**src/rtl/mem_port_arbiter.sv**
```systemverilog
`default_nettype none
// ============================================================================
//  Module   : mem_port_arbiter
//  Purpose  : Shares one single-port, word-wide synchronous SRAM between the
//             instruction-fetch port and the load/store port. Arbitrates the
//             two requesters, maps byte addresses to word addresses, extracts
//             and extends load lanes, and turns sub-word stores into a
//             read-modify-write because the SRAM has no byte enables.
//  Options  : MEM_ARB_FIXED_PRIO_EN - when defined, the data port always wins
//             simultaneous requests; otherwise round-robin.
//  Revision : 1.0 - initial release
// ============================================================================
module mem_port_arbiter #(
  parameter int XLEN   = 64,
  parameter int ADDR_W = 18
) (
  input  logic              clk,
  input  logic              resetn,
  // instruction-fetch port
  input  logic              i_req,
  input  logic [31:0]       i_addr,
  output logic              i_valid,
  output logic              i_err,
  output logic [31:0]       i_rdata,
  // load/store port
  input  logic              d_req,
  input  logic              d_we,
  input  logic [XLEN-1:0]   d_addr,
  input  logic [XLEN-1:0]   d_wdata,
  input  logic [2:0]        d_size,
  input  logic              d_signed,
  output logic              d_ready,
  output logic              d_err,
  output logic [XLEN-1:0]   d_rdata,
  // SRAM port
  output logic              s_we,
  output logic [ADDR_W-1:0] s_addr,
  output logic [XLEN-1:0]   s_wdata,
  input  logic [XLEN-1:0]   s_rdata
);

  typedef enum logic [2:0] {
    S_IDLE   = 3'd0,
    S_I_RESP = 3'd1,
    S_D_RESP = 3'd2,
    S_RMW_WR = 3'd3,
    S_ERR_I  = 3'd4,
    S_ERR_D  = 3'd5
  } state_t;

  state_t r_state;
  logic   r_i_valid;
  logic   r_i_err;
  logic   r_d_ready;
  logic   r_d_err;

`ifndef MEM_ARB_FIXED_PRIO_EN
  localparam logic c_GRANT_FETCH = 1'b0;
  localparam logic c_GRANT_DATA  = 1'b1;
  logic   r_last_grant;
`endif

  logic [2:0]      w_off;
  logic [5:0]      w_shamt;
  logic            w_i_bad;
  logic            w_d_misalign;
  logic            w_d_bad;
  logic            w_d_double;
  logic            w_d_pick;
  logic            w_idle;
  logic            w_gnt_i;
  logic            w_gnt_d;
  logic [XLEN-1:0] w_size_mask;
  logic [XLEN-1:0] w_merged;
  logic [XLEN-1:0] w_shifted;
  logic [XLEN-1:0] w_load;

  assign w_off      = d_addr[2:0];
  assign w_shamt    = {w_off, 3'b000};
  assign w_d_double = (d_size == 3'd3);

  // Fetch must be word aligned and fall inside the SRAM.
  assign w_i_bad = (i_addr[1:0] != 2'b00) || (i_addr[31:ADDR_W+3] != '0);

  // Offset must be a multiple of the access size; sizes above a double are illegal.
  always_comb begin
    w_d_misalign = 1'b1;
    case (d_size)
      3'd0:    w_d_misalign = 1'b0;
      3'd1:    w_d_misalign = w_off[0];
      3'd2:    w_d_misalign = (w_off[1:0] != 2'b00);
      3'd3:    w_d_misalign = (w_off != 3'b000);
      default: w_d_misalign = 1'b1;
    endcase
  end

  assign w_d_bad = w_d_misalign || (d_addr[XLEN-1:ADDR_W+3] != '0);

`ifdef MEM_ARB_FIXED_PRIO_EN
  assign w_d_pick = d_req;
`else
  assign w_d_pick = d_req && (!i_req || (r_last_grant == c_GRANT_FETCH));
`endif

  // Grants exist only in IDLE and never while reset is asserted, so reset
  // immediately silences the SRAM side.
  assign w_idle  = resetn && (r_state == S_IDLE);
  assign w_gnt_d = w_idle && w_d_pick;
  assign w_gnt_i = w_idle && i_req && !w_d_pick;

  // Lane mask for the access size, right-aligned.
  always_comb begin
    w_size_mask = '1;
    case (d_size[1:0])
      2'd0:    w_size_mask = {{(XLEN-8){1'b0}},  8'hFF};
      2'd1:    w_size_mask = {{(XLEN-16){1'b0}}, 16'hFFFF};
      2'd2:    w_size_mask = {{(XLEN-32){1'b0}}, 32'hFFFF_FFFF};
      default: w_size_mask = '1;
    endcase
  end

  // Replace the addressed lanes of the read word with the low bytes of the store data.
  assign w_merged = (s_rdata & ~(w_size_mask << w_shamt)) |
                    ((d_wdata & w_size_mask) << w_shamt);

  // Right-align the addressed lanes and extend to full width.
  assign w_shifted = s_rdata >> w_shamt;
  always_comb begin
    w_load = w_shifted;
    case (d_size[1:0])
      2'd0:    w_load = {{(XLEN-8){d_signed & w_shifted[7]}},   w_shifted[7:0]};
      2'd1:    w_load = {{(XLEN-16){d_signed & w_shifted[15]}}, w_shifted[15:0]};
      2'd2:    w_load = {{(XLEN-32){d_signed & w_shifted[31]}}, w_shifted[31:0]};
      default: w_load = w_shifted;
    endcase
  end

  // SRAM controls decoded from state and the current grant.
  always_comb begin
    s_we    = 1'b0;
    s_addr  = '0;
    s_wdata = '0;
    if (w_gnt_i && !w_i_bad) begin
      s_addr = i_addr[ADDR_W+2:3];
    end else if (w_gnt_d && !w_d_bad) begin
      s_addr = d_addr[ADDR_W+2:3];
      if (d_we && w_d_double) begin
        s_we    = 1'b1;
        s_wdata = d_wdata;
      end
    end else if (r_state == S_RMW_WR) begin
      s_we    = 1'b1;
      s_addr  = d_addr[ADDR_W+2:3];
      s_wdata = w_merged;
    end
  end

  // Arbitration FSM with registered done pulses.
  always_ff @(posedge clk or negedge resetn) begin
    if (!resetn) begin
      r_state      <= S_IDLE;
      r_i_valid    <= 1'b0;
      r_i_err      <= 1'b0;
      r_d_ready    <= 1'b0;
      r_d_err      <= 1'b0;
`ifndef MEM_ARB_FIXED_PRIO_EN
      r_last_grant <= c_GRANT_DATA;
`endif
    end else begin
      r_i_valid <= 1'b0;
      r_i_err   <= 1'b0;
      r_d_ready <= 1'b0;
      r_d_err   <= 1'b0;
      case (r_state)
        S_IDLE: begin
          if (w_gnt_i) begin
`ifndef MEM_ARB_FIXED_PRIO_EN
            r_last_grant <= c_GRANT_FETCH;
`endif
            if (w_i_bad) begin
              r_state <= S_ERR_I;
              r_i_err <= 1'b1;
            end else begin
              r_state   <= S_I_RESP;
              r_i_valid <= 1'b1;
            end
          end else if (w_gnt_d) begin
`ifndef MEM_ARB_FIXED_PRIO_EN
            r_last_grant <= c_GRANT_DATA;
`endif
            if (w_d_bad) begin
              r_state <= S_ERR_D;
              r_d_err <= 1'b1;
            end else if (d_we && !w_d_double) begin
              r_state <= S_RMW_WR;
            end else begin
              r_state   <= S_D_RESP;
              r_d_ready <= 1'b1;
            end
          end
        end
        S_RMW_WR: begin
          r_state   <= S_D_RESP;
          r_d_ready <= 1'b1;
        end
        default: r_state <= S_IDLE;
      endcase
    end
  end

  assign i_valid = r_i_valid;
  assign i_err   = r_i_err;
  assign d_ready = r_d_ready;
  assign d_err   = r_d_err;

  assign i_rdata = !r_i_valid ? 32'd0 : (i_addr[2] ? s_rdata[63:32] : s_rdata[31:0]);
  assign d_rdata = (r_d_ready && !d_we) ? w_load : '0;

endmodule
`default_nettype wire

```
**config.mk**
```make
export PLATFORM = sky130hd
export DESIGN_NAME = mem_port_arbiter
export DESIGN_NICKNAME = d
export VERILOG_FILES = /design/src/rtl/mem_port_arbiter.sv
export SDC_FILE = /design/constraint.sdc
export NUM_CORES = 1
export LEC_CHECK = 0
export ABC_AREA = 0
export BUFFER_PORTS_ARGS = -buffer_cell sky130_fd_sc_hd__buf_2
export CORE_AREA = 2 2 164 166
export DETAILED_ROUTE_END_ITERATION = 10
export DIE_AREA = 0 0 166 168
export PLACE_DENSITY_LB_ADDON = 0.05
export RECOVER_POWER = 50
export SYNTH_ARGS = -nofsm -noshare
export SYNTH_HDL_FRONTEND = slang
export SYNTH_SLANG_ARGS = --single-unit
```
**constraint.sdc**
```tcl
create_clock -name clk -period 2.6 [get_ports clk]
set_input_delay 0 -clock clk [delete_from_list [all_inputs] [get_ports clk]]
set_output_delay 0 -clock clk [all_outputs]
set_load 0.03 [all_outputs]
```
==> reports/results.ini, run 1 <==
[status]
status=finished, final reports clean

[sta]
fin_crit_sh_pct=95.1
fin_ws_ns=0.129
max_freq_ghz=0.405
tightest_slew_ns=1.38
hold_viol_final=0
slew_headroom_pct=7.78
slew_violations=0
tns_ns=0
skew_ns=0.00564
setup_viol=0
holdWs_ns=0.0827
grt_setup_unrepaired=no
layout_min_cycle_time_ns=2.47

[logic_synthesis]
synth_cell_type_count=53
ys.flop_type=dfrtp_1
async_flop_share_pct=100
synth_common_cells=96 x a21oi_1, 84 x nand2_1, 78 x nor2_1, 70 x mux2i_1, 62 x mux2_2
ys_seq_area_share_pct=3.06
yosysMostFrequentCell=a21oi_1
synth_seq_cells=8
synth_edf_count=0
synth_area_leaders=mux2i_1 11%, mux2_2 11%, mux4_2 7.9%
synth.avg_cell_area_sq_um=7.16
syn_nets=1151
synth_warnings=0
syn_area_sq_mm=0.00657
synthCells=918
synth_top_area_share_pct=10.7
synth_top_area_cell=mux2i_1

[critical_path]
rr_startpoint=r_state[1]
rr_worst_depth=5
crit_path_max_fanout=31
r2r-end=r_state[1]
cp.required_ns=2.60
cp.arrival_ns=2.47
worst-setup-path-type=reg2out
start_kind=register
worstSetupEndpointType=primary output
rrSetupSlack_ns=0.79

[clock_network]
numCtsBuffers=3
cts.clk_slew.worst_paths_ns=0.04
cts_tree=done
clockBufferDepth=2
cts_root_buffer=clkbuf_16
cts.sinks=8
htree_levels=1
insertion_delay_ns=0.24

[floorplan]
dieArea_sq_mm=0.0279
rows=60
pin_count=416
start_util_pct=24.9
chipWidth_um=166
chipHeight_um=168
core_sq_mm=0.0264

[power]
power.density_mw_per_mm2=193
power_leakage_nw=4.39
peakVddDrop_mv=0.301

[cells_and_area]
fillers=3029
area_growth_pct=36.8
finalNetCount=1512
drive_gt1_share_pct=39.4
final_cells=1620

[detailed_routing]
first_pass_iters=5
routed_wl_mm=40.3
drc=0
vias_per_cell=5.77
wl_per_cell_um=24.9
drt_iter0_drc=591
vias=9349
ant_nets=0

[worst_hold_path]
min_path_cells=3
worstHoldEndpoint=i_err
hold_start=i_req
holdCritPathClass=in2reg

[global_route]
use_met1_pct=30.7
grtUsageTotal_pct=26.9
busiest_layer=met2
gr-total-overflow=0
grt_pass1_vias=9378
grt_max_degree=63
antenna_found_initial=1
grtUsageMet3_pct=2.54
grt_pass1_wl_mm=58.1
met2_usage_pct=51.1

[place]
post-place-ws_ns=0.299
place_inst=1613
place_hpwl_mm=31.9
place.gp.congestion=0.885
port-buffer-count=415

[flow_run]
drv_cap=0

## power breakdown
group,internal [W],total (W),switching (W)
logic,0.000534,0.00130,0.000766
clock network,0.000205,0.000270,0.0000654
registers,0.000149,0.000163,0.0000145
## metrics by stage
stage	utilization [%]	total power (W)	area [sq um]
floorplan	-	0.000880	6570
finish	34.1	0.00173	8990
CTS	34.3	0.00173	9050
global route	34.1	0.00184	8990
detailed placement	34.0	0.00145	8960
global placement	34.0	0.00146	8960
## repair_timing
action	4_1_cts	5_1_grt
setup buffers	0	0
resized for setup	0	2
hold buffers	1	0
endpoints found under the setup margin	0	62
endpoints found under the hold margin	8	0
## placed cells by master, fill, tap and decap left out, types with 7 or more instances in the layout
master	n
a21o_1	29
a21oi_1	96
a221o_1	9
a22o_1	54
a22oi_1	19
a2bb2oi_1	15
a31oi_1	10
a32o_1	7
a32oi_1	13
and2_0	9
and2_1	9
buf_2	341
buf_4	36
clkbuf_1	57
clkbuf_2	21
dfrtp_1	7
mux2_2	60
mux2i_1	70
mux4_2	23
nand2_1	84
nand3_1	18
nand3b_1	8
nor2_1	78
nor2b_1	38
nor3_1	12
nor4_1	13
o211ai_1	14
o21ai_0	32
o221ai_1	8
o22ai_1	7
o2bb2ai_1	26
## worst max-delay path, stage by stage, from the launching register on
cell	delay [ns]
dfrtp_1	0.39
nor4b_2	0.37
nand3_1	0.25
nor3_2	0.26
and4_4	0.35
clkbuf_16	0.25
o2bb2ai_1	0.14
buf_2	0.22
## cell families (layout without fill, tap and decap cells)
group                  Yosys count  after routing  share of synthesized area [%]
flip-flops                       8              8                           3.07
multiplexers                   155            155                           29.2
buffers and inverters          109            469                           7.73
AND/OR/NAND/NOR                292            292                           21.7
AO/OA/AOI/OAI                  354            354                           38.4
other                            0              1                              0
## per-layer routing
layer	share of wire (%)	up-vias
met1	38	4537
met2	52	466
li1	-	4270
met5	0	-
met4	4.0	0
met3	5.7	76
## sequential cells by signal, indices dropped and copies added, names as in the netlist
signal and cells:
i_valid 1, r_last_grant 1, d_ready 1, r_state 3, i_err 1, d_err 1
## worst max-delay path by stage
| stage | start | to | slack [ns] |
|---|---|---|---|
| 3_3_place_gp | r_state[1] | s_wdata[10] | 0.37 |
| 5_1_grt | r_state[1] | s_wdata[20] | 0.0007 |
| 3_5_place_dp | r_state[1] | s_wdata[46] | 0.30 |
| 2_1_floorplan | r_state[1] | s_wdata[22] | 0.61 |
| 6_report | r_state[1] | s_wdata[16] | 0.13 |
| 4_1_cts | r_state[1] | s_wdata[46] | 0.04 |
## layout make-up
type	instances	area (sq um)	share of cell area, %
Multi-Input combinational cell	801	5870	65.3
Antenna cell	1	2.50	0.0278
Timing Repair Buffer	460	2390	26.6
Inverter	5	18.8	0.209
Sequential cell	8	201	2.24
Clock buffer	4	78.8	0.876
Tap cell	341	427	4.74
Note: power is estimated with default switching activity, not from simulation.
==> inputs of run 2 (changes only) <==
CORE_AREA = 2 2 162 164   (was 2 2 164 166)
DIE_AREA = 0 0 164 166   (was 0 0 166 168)
SKIP_LAST_GASP = 1   (was default)
==> run 2 against run 1 <==
  * First-iteration DRC count rose by 18%
  * Clock power hardly changed
  * Total power is 0.21% higher
  * Global-route usage increased by 0.69 points
  * Die area decreased by 2.4%
  * Worst setup slack worse by 0.013 ns
  * Via count decreased by 0.27%
  * Count of clock-buffer cells in the layout unchanged
  * Sequential power barely moved
  * Wire length down 1.3%
==> reports/results.ini, run 2 (synthesis gave the netlist of run 1 again) <==
[critical_path]
crit_buf_inv=4
cp.arrival_ns=2.48
worst-setup-path-type=in2out
start_kind=input pin
cpPeakStageDelay_ns=0.54
worstSetupEndpointType=primary output
crit_chain=buf_4 -> clkbuf_1 -> nor2b_1 -> mux4_2 -> a2bb2oi_4 -> clkbuf_2 -> a21oi_1 -> clkbuf_2
crit_family=buffers and inverters
path_common_cell=clkbuf_2
cp.required_ns=2.60
slowest_stage=mux4_2
crit_path_max_fanout=27

[cells_and_area]
finalNetCount=1514
final_common_cell=buf_2
top_register=r_state
largest_reg_flops=3
final_cell_mix=336 x buf_2, 96 x a21oi_1, 84 x nand2_1, 78 x nor2_1, 70 x mux2i_1
fillers=2863
drive_gt1_share_pct=40.3
area_growth_pct=37.3
final_cells=1616

[floorplan]
chipWidth_um=164
pin_count=416
core_sq_mm=0.0256
rows=59
start_util_pct=25.7
chipHeight_um=166
dieArea_sq_mm=0.0272

[sta]
slew_violations=0
slew_headroom_pct=13.7
skew_ns=0.00569
grt_setup_unrepaired=no
tns_ns=0
max_freq_ghz=0.402
hold_viol_final=0
layout_min_cycle_time_ns=2.48
setup_viol=0
tightest_slew_ns=1.29
fin_crit_sh_pct=95.6

[power]
power.density_mw_per_mm2=192
power_leakage_nw=4.43
peakVddDrop_mv=0.359

[clock_network]
cts.clk_slew.worst_paths_ns=0.04
htree_levels=1
cts.sinks=8
cts_tree=done
numCtsBuffers=3
cts_root_buffer=clkbuf_16
insertion_delay_ns=0.23
cts_setup_buffers=0
clockBufferDepth=2

[detailed_routing]
drc=0
drt_iter0_drc=698
first_pass_iters=5
vias=9324
wl_per_cell_um=24.7
routed_wl_mm=39.8
ant_nets=0
vias_per_cell=5.77

[global_route]
grt_max_degree=66
antenna_found_initial=3
grt_pass1_vias=9174
grt_pass1_wl_mm=57.4
gr-total-overflow=0
grtUsageTotal_pct=27.5

[place]
port-buffer-count=415
place_hpwl_mm=32.1
place.gp.congestion=0.877
place_inst=1610

[worst_hold_path]
holdCritPathClass=in2reg

[status]
status=finished, final reports clean

[flow_run]
drv_cap=0

-- run 2: path summary, 6_finish.rpt --
path,from,end,slack (ns),cells past startpoint
max,d_addr[1],d_rdata[27],0.12,8
min,d_req,d_err,0.08,3
max reg2reg,r_state[1],r_state[1],0.90,5
min reg2reg,r_last_grant,r_last_grant,0.57,1
max in group asynchronous,resetn,r_last_grant,2.05,2
min in group asynchronous,resetn,r_state[1],0.25,2
-- run 2: final cells by class --
type,count,area [sq um],share of cell area (%)
Timing Repair Buffer,462,2420,26.8
Tap cell,335,419,4.65
Sequential cell,8,201,2.23
Clock buffer,4,78.8,0.874
Multi-Input combinational cell,801,5880,65.2
Antenna cell,1,2.50,0.0277
Inverter,5,18.8,0.208
-- run 2: through the flow --
stage | setup WS, ns | area, sq um | util, % | hold slack, ns | total power (W)
finish | 0.115 | 9020 | 35.2 | 0.0806 | 0.00174
floorplan | 0.607 | 6570 | - | -0.296 | 0.000880
global route | 0.0232 | 9020 | 35.2 | 0.105 | 0.00184
global placement | 0.419 | 8990 | 35.1 | -0.142 | 0.00146
detailed placement | 0.309 | 8990 | 35.1 | -0.145 | 0.00146
CTS | 0.0565 | 9070 | 35.4 | 0.127 | 0.00173
-- run 2: power by group --
| part | leakage [nW] | total, W | internal [W] | switching, W |
|---|---|---|---|---|
| registers | 0.106 | 0.000164 | 0.000148 | 0.0000154 |
| logic | 4.29 | 0.00130 | 0.000542 | 0.000762 |
| clock network | 0.0382 | 0.000268 | 0.000205 | 0.0000634 |
-- run 2: layer usage --
layer	share of wire, %	global-route usage (%)	routed length [um]	vias up
met4	2.9	7.44	1160	4
met1	37	31.5	14800	4549
met5	0.060	0	24	-
met3	6.2	2.77	2480	58
met2	54	53.3	21300	439
li1	-	-	-	4274
-- run 2: timing repair --
item	CTS	global route
hold buffers	1	0
resized for setup	0	3
endpoints found under the hold margin	8	0
endpoints found under the setup margin	0	65
-- run 2: worst min-delay path, cell delays in order --
cell and delay, ns:
buf_2 0.11, nand3_2 0.10, nor2_1 0.06
==> inputs of run 3 (changes only) <==
CELL_PAD_IN_SITES_DETAIL_PLACEMENT = 0   (was default)
CELL_PAD_IN_SITES_GLOBAL_PLACEMENT = 1   (was default)
CORE_AREA = 2 2 160 162   (was 2 2 162 164)
DIE_AREA = 0 0 162 164   (was 0 0 164 166)
SETUP_SLACK_MARGIN = 0.15   (was default)
==> run 3 against run 2 <==
  * Clock power increased by 2%
  * Utilization increased by 1.2 points
  * Non-clock buffer count decreased by 2
  * Hold slack improved by 0.0019 ns
  * Maximum frequency increased by 2.9%
  * Wire length increased by 1.5%
  * Global-route usage increased by 1.1 points
  * Clock skew decreased by 0.0039 ns
  * Highest routed layer unchanged
==> reports/results.ini, run 3 (synthesis gave the netlist of run 1 again) <==
[power]
peakVddDrop_mv=0.408
switching_share_pct=48.6
power.density_mw_per_mm2=193
pwr-share-comb_pct=74.9
power_switching_w=0.000846
p_total_w=0.00174
p_clk_share_pct=15.7
seqPwrFrac_pct=9.4
p_int_w=0.000896
power_leakage_nw=4.39

[floorplan]
chipHeight_um=164
start_util_pct=26.5
rows=58
pin_count=416
chipWidth_um=162
dieArea_sq_mm=0.0266
core_sq_mm=0.0248

[global_route]
grt_max_degree=77
antenna_found_initial=2
grtUsageTotal_pct=28.6
grt_pass1_wl_mm=58.1
gr-total-overflow=0
grt_pass1_vias=9370

[place]
place.gp.congestion=0.883
place_inst=1600
port-buffer-count=415
place_hpwl_mm=31.7

[clock_network]
insertion_delay_ns=0.24
htree_levels=1
cts.clk_slew.worst_paths_ns=0.04
cts_root_buffer=clkbuf_16
cts_tree=done
numCtsBuffers=3
cts.sinks=8
clockBufferDepth=2

[critical_path]
crit_family=buffers and inverters
crit_chain=buf_4 -> mux4_2 -> mux2i_1 -> a2bb2oi_4 -> clkbuf_1 -> a21oi_1 -> buf_2
start_kind=input pin
cp.required_ns=2.60
crit_path_max_fanout=25
worstSetupEndpointType=primary output
crit_buf_inv=3
cp.arrival_ns=2.42
slowest_stage=clkbuf_1
worst-setup-path-type=in2out
cpPeakStageDelay_ns=0.61

[cells_and_area]
area_growth_pct=37.4
final_cells=1609
fillers=2811
final_common_cell=buf_2
final_cell_mix=337 x buf_2, 96 x a21oi_1, 84 x nand2_1, 77 x nor2_1, 70 x mux2i_1
top_register=r_state
largest_reg_flops=3
drive_gt1_share_pct=39.2
finalNetCount=1512

[sta]
slew_violations=0
max_freq_ghz=0.414
hold_viol_final=0
layout_min_cycle_time_ns=2.42
fin_crit_sh_pct=92.9
tns_ns=0
slew_headroom_pct=30.8
skew_ns=0.00184
setup_viol=0
tightest_slew_ns=1.03
grt_setup_unrepaired=no

[detailed_routing]
vias_per_cell=5.83
drt_iter0_drc=605
routed_wl_mm=40.4
first_pass_iters=7
wl_per_cell_um=25.1
drc=0
ant_nets=0
vias=9386

[worst_hold_path]
holdCritPathClass=in2reg

[flow_run]
drv_cap=0

[status]
status=finished, final reports clean

-- run 3: cell count changes in the layout (fill, tap and decap cells not counted), sizes merged --
cell    before  now
clkbuf      85   83
-- run 3: metrics by stage --
| stage | worst slack (ns) | util, % | area, sq um | hold WS [ns] |
|---|---|---|---|---|
| CTS | 0.181 | 36.6 | 9080 | 0.0815 |
| detailed placement | 0.296 | 36.0 | 8940 | -0.140 |
| finish | 0.185 | 36.4 | 9030 | 0.0825 |
| global placement | 0.322 | 36.0 | 8940 | -0.138 |
| floorplan | 0.607 | - | 6570 | -0.296 |
| global route | 0.0927 | 36.4 | 9030 | 0.103 |
-- run 3: layout make-up --
cell class / count / area (sq um) / share of cell area, %
antenna: 1 / 2.50 / 0.0277
clock buffer: 4 / 78.8 / 0.873
timing repair buffer: 460 / 2430 / 26.9
inverter: 5 / 18.8 / 0.208
multi-input combinational: 801 / 5880 / 65.1
tap: 330 / 413 / 4.57
sequential: 8 / 201 / 2.23
-- run 3: worst paths after layout --
check	start	end	slack, ns	cells past startpoint
worst min register to register	r_last_grant	r_last_grant	0.57	1
worst max register to register	r_state[0]	r_state[1]	0.95	5
min in group asynchronous	resetn	i_valid	0.27	2
worst min-delay path	d_req	d_err	0.08	3
max in group asynchronous	resetn	r_last_grant	2.03	2
worst max-delay path	d_addr[0]	d_rdata[30]	0.18	7
-- run 3: power by group through the flow --
stage               Combinational (W)  Clock [W]  Sequential [W]
finish                        0.00130   0.000273        0.000163
global placement              0.00129          0        0.000163
floorplan                    0.000712          0        0.000168
detailed placement            0.00128          0        0.000163
CTS                           0.00129   0.000274        0.000163
global route                  0.00140   0.000283        0.000166
-- run 3: worst register-to-register path, cell delays in order (launching register included) --
cell	delay, ns
dfrtp_1	0.41
nor4b_4	0.32
nand3_2	0.16
nor4b_1	0.28
a21o_1	0.16
buf_4	0.22
-- run 3: timing repair --
item	in CTS	in global routing
hold endpoints to repair	8	0
gates cloned	1	1
gates resized for setup	4	5
pin swaps	0	1
hold buffers	1	0
setup buffers	0	1
setup endpoints to repair	60	46
-- run 3: per-layer routing --
layer,GRT usage [%],up-vias,wire (um)
met5,0,-,13
met4,9.05,2,1290
met3,2.83,75,2820
met2,55.5,519,21400
met1,32.8,4536,14900
li1,-,4254,-
